[config.mk]
export PLATFORM = sky130hd
export DESIGN_NAME = hazard_sequencer
export DESIGN_NICKNAME = d
export VERILOG_FILES = /design/src/rtl/pipeline_pkg.sv /design/src/rtl/load_use_detect.sv /design/src/rtl/hazard_sequencer.sv
export SDC_FILE = /design/constraint.sdc
export NUM_CORES = 1
export LEC_CHECK = 0
export ABC_AREA = 1
export BUFFER_PORTS_ARGS = -buffer_cell sky130_fd_sc_hd__buf_4
export CORE_MARGIN = 2
export CORE_UTILIZATION = 30
export CTS_CLUSTER_SIZE = 40
export DETAILED_ROUTE_END_ITERATION = 10
export GPL_ROUTABILITY_DRIVEN = 1
export PLACE_DENSITY = 0.57
export SLEW_MARGIN = 30
export SYNTH_ARGS = -nofsm -noshare
export SYNTH_HDL_FRONTEND = slang
export SYNTH_SLANG_ARGS = --single-unit
[constraint.sdc]
create_clock -name clk -period 2.7 [get_ports clk]
set_input_delay 0.81 -clock clk [delete_from_list [all_inputs] [get_ports clk]]
set_output_delay 0.81 -clock clk [all_outputs]
set_load 0.02 [all_outputs]
[src/rtl/pipeline_pkg.sv]
// Shared pipeline control types: sequencer states, register specifier width, NOP encoding.
package pipeline_pkg;

    typedef enum logic [1:0] {
        RUN      = 2'd0,
        MEM_WAIT = 2'd1,
        HALT     = 2'd2,
        ERROR    = 2'd3
    } seqState_t;

    localparam int REG_ADDR_W = 5;

    // All-zero word decodes as a NOP for the IF/ID flush and ID/EX bubble consumers.
    localparam logic [31:0] NOP_INSTR = 32'h0000_0000;

endpackage

[src/rtl/load_use_detect.sv]
// Combinational load-use hazard compare between the load in EX and the instruction in ID.
import pipeline_pkg::*;

module load_use_detect #(
    parameter int REG_ADDR_WIDTH = REG_ADDR_W
) (
    input  logic [REG_ADDR_WIDTH-1:0] idRs,
    input  logic [REG_ADDR_WIDTH-1:0] idRt,
    input  logic                      idUsesRt,
    input  logic                      idExMemRead,
    input  logic [REG_ADDR_WIDTH-1:0] idExRt,
    output logic                      loadUse
);

    // Register 0 is hardwired, so a load targeting it never hazards.
    assign loadUse = idExMemRead && (idExRt != '0) &&
                     ((idExRt == idRs) || (idUsesRt && (idExRt == idRt)));

endmodule

[src/rtl/hazard_sequencer.sv]
// Arbitrated pipeline control: load-use stalls, branch flushes, memory waits with timeout, halt.
import pipeline_pkg::*;

module hazard_sequencer #(
    parameter int REG_ADDR_WIDTH = REG_ADDR_W,
    parameter int MEM_TIMEOUT    = 16,
    parameter int COUNT_WIDTH    = 16
) (
    input  logic                      clk,
    input  logic                      resetN,
    input  logic [REG_ADDR_WIDTH-1:0] idRs,
    input  logic [REG_ADDR_WIDTH-1:0] idRt,
    input  logic                      idUsesRt,
    input  logic                      idExMemRead,
    input  logic [REG_ADDR_WIDTH-1:0] idExRt,
    input  logic                      branchTaken,
    input  logic                      memReq,
    input  logic                      memReady,
    input  logic                      haltReq,
    output logic                      pcWrite,
    output logic                      ifIdWrite,
    output logic                      ifIdFlush,
    output logic                      idExBubble,
    output logic                      pipelineHold,
    output logic                      haltAck,
    output logic                      memError,
    output logic [COUNT_WIDTH-1:0]    stallCount,
    output logic [1:0]                state
);

    localparam int WAIT_W = $clog2(MEM_TIMEOUT + 1);
    localparam logic [WAIT_W-1:0] WAIT_LAST = WAIT_W'(MEM_TIMEOUT - 1);

    seqState_t        curState, nextState;
    logic [WAIT_W-1:0] waitCnt, nextWait;
    logic             loadUse, setErr;

    load_use_detect #(.REG_ADDR_WIDTH(REG_ADDR_WIDTH)) uLoadUse (
        .idRs        (idRs),
        .idRt        (idRt),
        .idUsesRt    (idUsesRt),
        .idExMemRead (idExMemRead),
        .idExRt      (idExRt),
        .loadUse     (loadUse)
    );

    always_comb begin
        pcWrite      = 1'b1;
        ifIdWrite    = 1'b1;
        ifIdFlush    = 1'b0;
        idExBubble   = 1'b0;
        pipelineHold = 1'b0;
        haltAck      = 1'b0;
        setErr       = 1'b0;
        nextState    = curState;
        nextWait     = waitCnt;
        case (curState)
            RUN: begin
                if (memReq && !memReady) begin
                    pcWrite      = 1'b0;
                    ifIdWrite    = 1'b0;
                    pipelineHold = 1'b1;
                    nextState    = MEM_WAIT;
                    nextWait     = WAIT_W'(1);
                end else if (haltReq) begin
                    pcWrite      = 1'b0;
                    ifIdWrite    = 1'b0;
                    pipelineHold = 1'b1;
                    nextState    = HALT;
                end else if (loadUse) begin
                    // A same-cycle branch is dropped; it re-resolves once the load moves on.
                    pcWrite    = 1'b0;
                    ifIdWrite  = 1'b0;
                    idExBubble = 1'b1;
                end else if (branchTaken) begin
                    ifIdFlush = 1'b1;
                end
            end
            MEM_WAIT: begin
                if (memReady) begin
                    nextState = RUN;
                    nextWait  = '0;
                end else begin
                    pcWrite      = 1'b0;
                    ifIdWrite    = 1'b0;
                    pipelineHold = 1'b1;
                    // The cycle that would bring waitCnt to MEM_TIMEOUT is the timeout.
                    if (waitCnt >= WAIT_LAST) begin
                        nextState = ERROR;
                        nextWait  = '0;
                        setErr    = 1'b1;
                    end else begin
                        nextWait = waitCnt + WAIT_W'(1);
                    end
                end
            end
            HALT: begin
                pcWrite      = 1'b0;
                ifIdWrite    = 1'b0;
                pipelineHold = 1'b1;
                haltAck      = 1'b1;
                if (!haltReq) nextState = RUN;
            end
            ERROR: begin
                pcWrite      = 1'b0;
                ifIdWrite    = 1'b0;
                pipelineHold = 1'b1;
                haltAck      = 1'b1;
            end
            default: nextState = RUN;
        endcase
    end

    always_ff @(posedge clk or negedge resetN) begin
        if (!resetN) begin
            curState   <= RUN;
            waitCnt    <= '0;
            memError   <= 1'b0;
            stallCount <= '0;
        end else begin
            curState <= nextState;
            waitCnt  <= nextWait;
            if (setErr) memError <= 1'b1;
            if (!pcWrite && (stallCount != '1)) stallCount <= stallCount + COUNT_WIDTH'(1);
        end
    end

    assign state = curState;

endmodule

==> out/results.tsv <==
stage	metric	value	unit
routing	dr.pass1.iters	5	
clock_network	clockBufferDepth	2	
pwr	clockPowerShare	0.124	
yosys	synth.cell_area	1790	µm²
clock_network	hold_buffers	0	
yosys	ys_seq_area_frac	0.335	
critical_path	r2r_setup_slack	870	ps
place	io_buffers	47	
critical_path	crit_type	input pin to output pin	
job	maxCapViolCount	0	
die	fp.dieH	81.3	µm
outcome	run_status	completed	
global_route	overflow	0	
place	place.gp.congestion	0.818	
final_layout	antenna_cells	0	
pwr	p_per_area	736	nW/µm²
yosys	ys_ff_latch	24	
yosys	ys_types	24	
pwr	peakVddDrop	0.000359	V
die	start_util	0.306	
die	dieArea	6610	µm²
global_route	antenna_found_initial	0	
sta	final_hold_viol_count	0	
sta	min_period	2550	ps
critical_path	worstPathArrival	1740	ps
clock_network	cts_max_level	1	
routing	antenna_left	0	
final_layout	fillCellCount	617	
pwr	swShare	0.447	
sta	setup_viol	0	
final_layout	drive_above_1_share	0.235	
critical_path	reg2reg_depth	9	
die	rows	28	
clock_network	insertion_delay	260	ps
die	top_level_ports	48	
clock_network	cts_sinks	24	
yosys	synth_warnings	0	
global_route	grt_max_degree	25	
clock_network	clockRootBuffer	clkbuf_8	
routing	vias_per_cell	4.58	
critical_path	cp-start-kind	input pin	
sta	fin_crit_sh	0.944	
final_layout	nNetsFinal	344	
critical_path	endpoint_kind	output pin	
pwr	share_seq_of_total_power	0.323	
pwr	p_leak	0.00126	µW
sta	tns	0	ps
global_route	grt_usage	0.141	
pwr	internal-power	937	µW
routing	wl_per_cell	11.0	µm
routing	remaining_drc_errors	0	
global_route	grt_pass1_vias	1649	
sta	rsz0062_at_grt	no	
clock_network	cts_tree	built	
place	dp_hpwl	3270	µm
sta	slew_viol_final	0	
sta	finClkSkew	6.07	ps
critical_path	required	1890	ps
sta	tightest_slew	514	ps
worst_hold_path	min_path_type	input pin to async pin	
die	core_area	5850	µm²
pwr	p_sw	759	µW
clock_network	numCtsBuffers	3	
yosys	syn_inst	260	
critical_path	cp_max_fo	9	
sta	fmax	392	MHz
routing	via_count	1767	
global_route	grt_pass1_wl	7430	µm
clock_network	cts.clk_slew.worst_paths	90	ps
pwr	power_frac_comb	0.553	
yosys	avgSynthCellArea	6.90	µm²
yosys	syn-num-nets	291	
die	die_w	81.3	µm
final_layout	area_growth	28.5	%
routing	routed_wl	4250	µm
sta	slew-limit-headroom	0.657	
critical_path	r2r_end	stallCount[11]	
sta	hold_slack	440	ps
routing	first_iter_violations	118	
critical_path	r2r_start	stallCount[1]	
power by group through the flow:
| stage | clock network, µW | registers (µW) | logic [µW] |
|---|---|---|---|
| floorplan | 0 | 627 | 531 |
| global placement | 0 | 564 | 895 |
| detailed placement | 0 | 567 | 909 |
| CTS | 220 | 560 | 910 |
| global route | 233 | 568 | 1060 |
| finish | 210 | 548 | 938 |
cells by family (layout without fill, tap and decap cells):
family | after synthesis | in the layout | share of synthesized area
buffers and inverters | 43 | 94 | 0.0977
AOI/OAI and AO/OA | 14 | 14 | 0.0419
DFF | 24 | 24 | 0.335
adders and majority gates | 8 | 8 | 0.0558
and+or+nand+nor | 156 | 156 | 0.396
xor gates and xnor gates | 15 | 15 | 0.0733
area by class of cell:
type | count | area, µm² | share of cell area
multi-input cells | 193 | 1030 | 0.446
flip-flops and latches | 24 | 601 | 0.261
repair buffers | 53 | 398 | 0.173
inverters | 38 | 143 | 0.0619
well taps | 75 | 93.8 | 0.0407
clock buffers | 3 | 41.3 | 0.0179
worst max-delay path, stage by stage:
cell     delay [ps]
buf_4           100
inv_1            50
nand2_1          50
nand2_1          50
nor2_1          120
nand3_1          80
nand2_1          80
nand2_2          70
nand2_4         120
nand2_2          60
buf_4           160
flip-flops by register name, indices dropped and copies added (netlist names):
| signal | cells |
|---|---|
| state | 2 |
| memError | 1 |
| stallCount | 16 |
| waitCnt | 5 |
through the flow:
step                      instance area [µm²]  total power, µW   util  instances  worst slack, ps
after CTS                                2280             1690  0.390        384             54.2
after floorplan                          1800             1160      -        260             31.0
after detailed placement                 2240             1480  0.383        381             51.2
after global placement                   2240             1460  0.383        381             88.2
final                                    2300             1700  0.394        386              151
after global routing                     2300             1860  0.394        386             30.3
worst max path at each step:
stage	startpoint	end	slack, ps
CTS	idExRt[2]	ifIdFlush	50
detailed placement	idExRt[2]	ifIdFlush	50
global route	idExRt[2]	ifIdFlush	30
finish	idExRt[4]	pcWrite	150
global placement	idExRt[2]	ifIdFlush	90
floorplan	idExRt[4]	pcWrite	30
Yosys cell counts:
master	number	area (µm²)
buf_4	1	7.51
nand3_4	2	35.0
buf_6	1	11.3
xor2_1	10	87.6
nand4_1	18	113
buf_2	2	10.0
xnor2_1	5	43.8
inv_2	8	30.0
nand3_1	12	60.1
ha_1	8	100
dfrtp_1	24	601
clkbuf_1	1	3.75
o21ai_0	4	20.0
nand2_2	2	12.5
nor3_4	1	16.3
a21oi_1	6	30.0
nor3_1	4	20.0
nand2_1	86	323
o21ai_1	2	10.0
a21o_1	1	7.51
inv_1	30	113
nor2_4	2	22.5
o21a_1	1	7.51
nor2_1	29	109
routing by layer:
| layer | vias to the layer above | track usage | wire, µm | part of all wire |
|---|---|---|---|---|
| li1 | 922 | - | - | - |
| met1 | 806 | 0.188 | 2030 | 0.48 |
| met2 | 37 | 0.238 | 1950 | 0.46 |
| met3 | 2 | 0.0200 | 233 | 0.055 |
| met4 | 0 | 0.0373 | 39 | 0.0092 |
| met5 | - | 0 | 0 | 0 |
cells in the final DEF (no fill, tap or decap):
cell type and n:
inv_1 30, nor3_1 4, nor3_4 1, o21a_1 1
nor2_4 2, nand2_2 3, ha_1 8, o21ai_0 4
a21o_1 1, inv_2 8, nand2_4 1, nand2_1 84
dfrtp_1 24, nor2_1 29, xnor2_1 5, o21ai_1 2
nand3_1 12, nand3_4 2, nand4_1 18, clkbuf_8 3
buf_4 53, xor2_1 10, a21oi_1 6
timing repair:
item | 4_1_cts | 5_1_grt
setup buffers | 0 | 2
endpoints found under the setup margin | 0 | 3
gates resized for setup | 0 | 2
endpoints found under the hold margin | 0 | 0
Power figures use the tool's default switching activity.
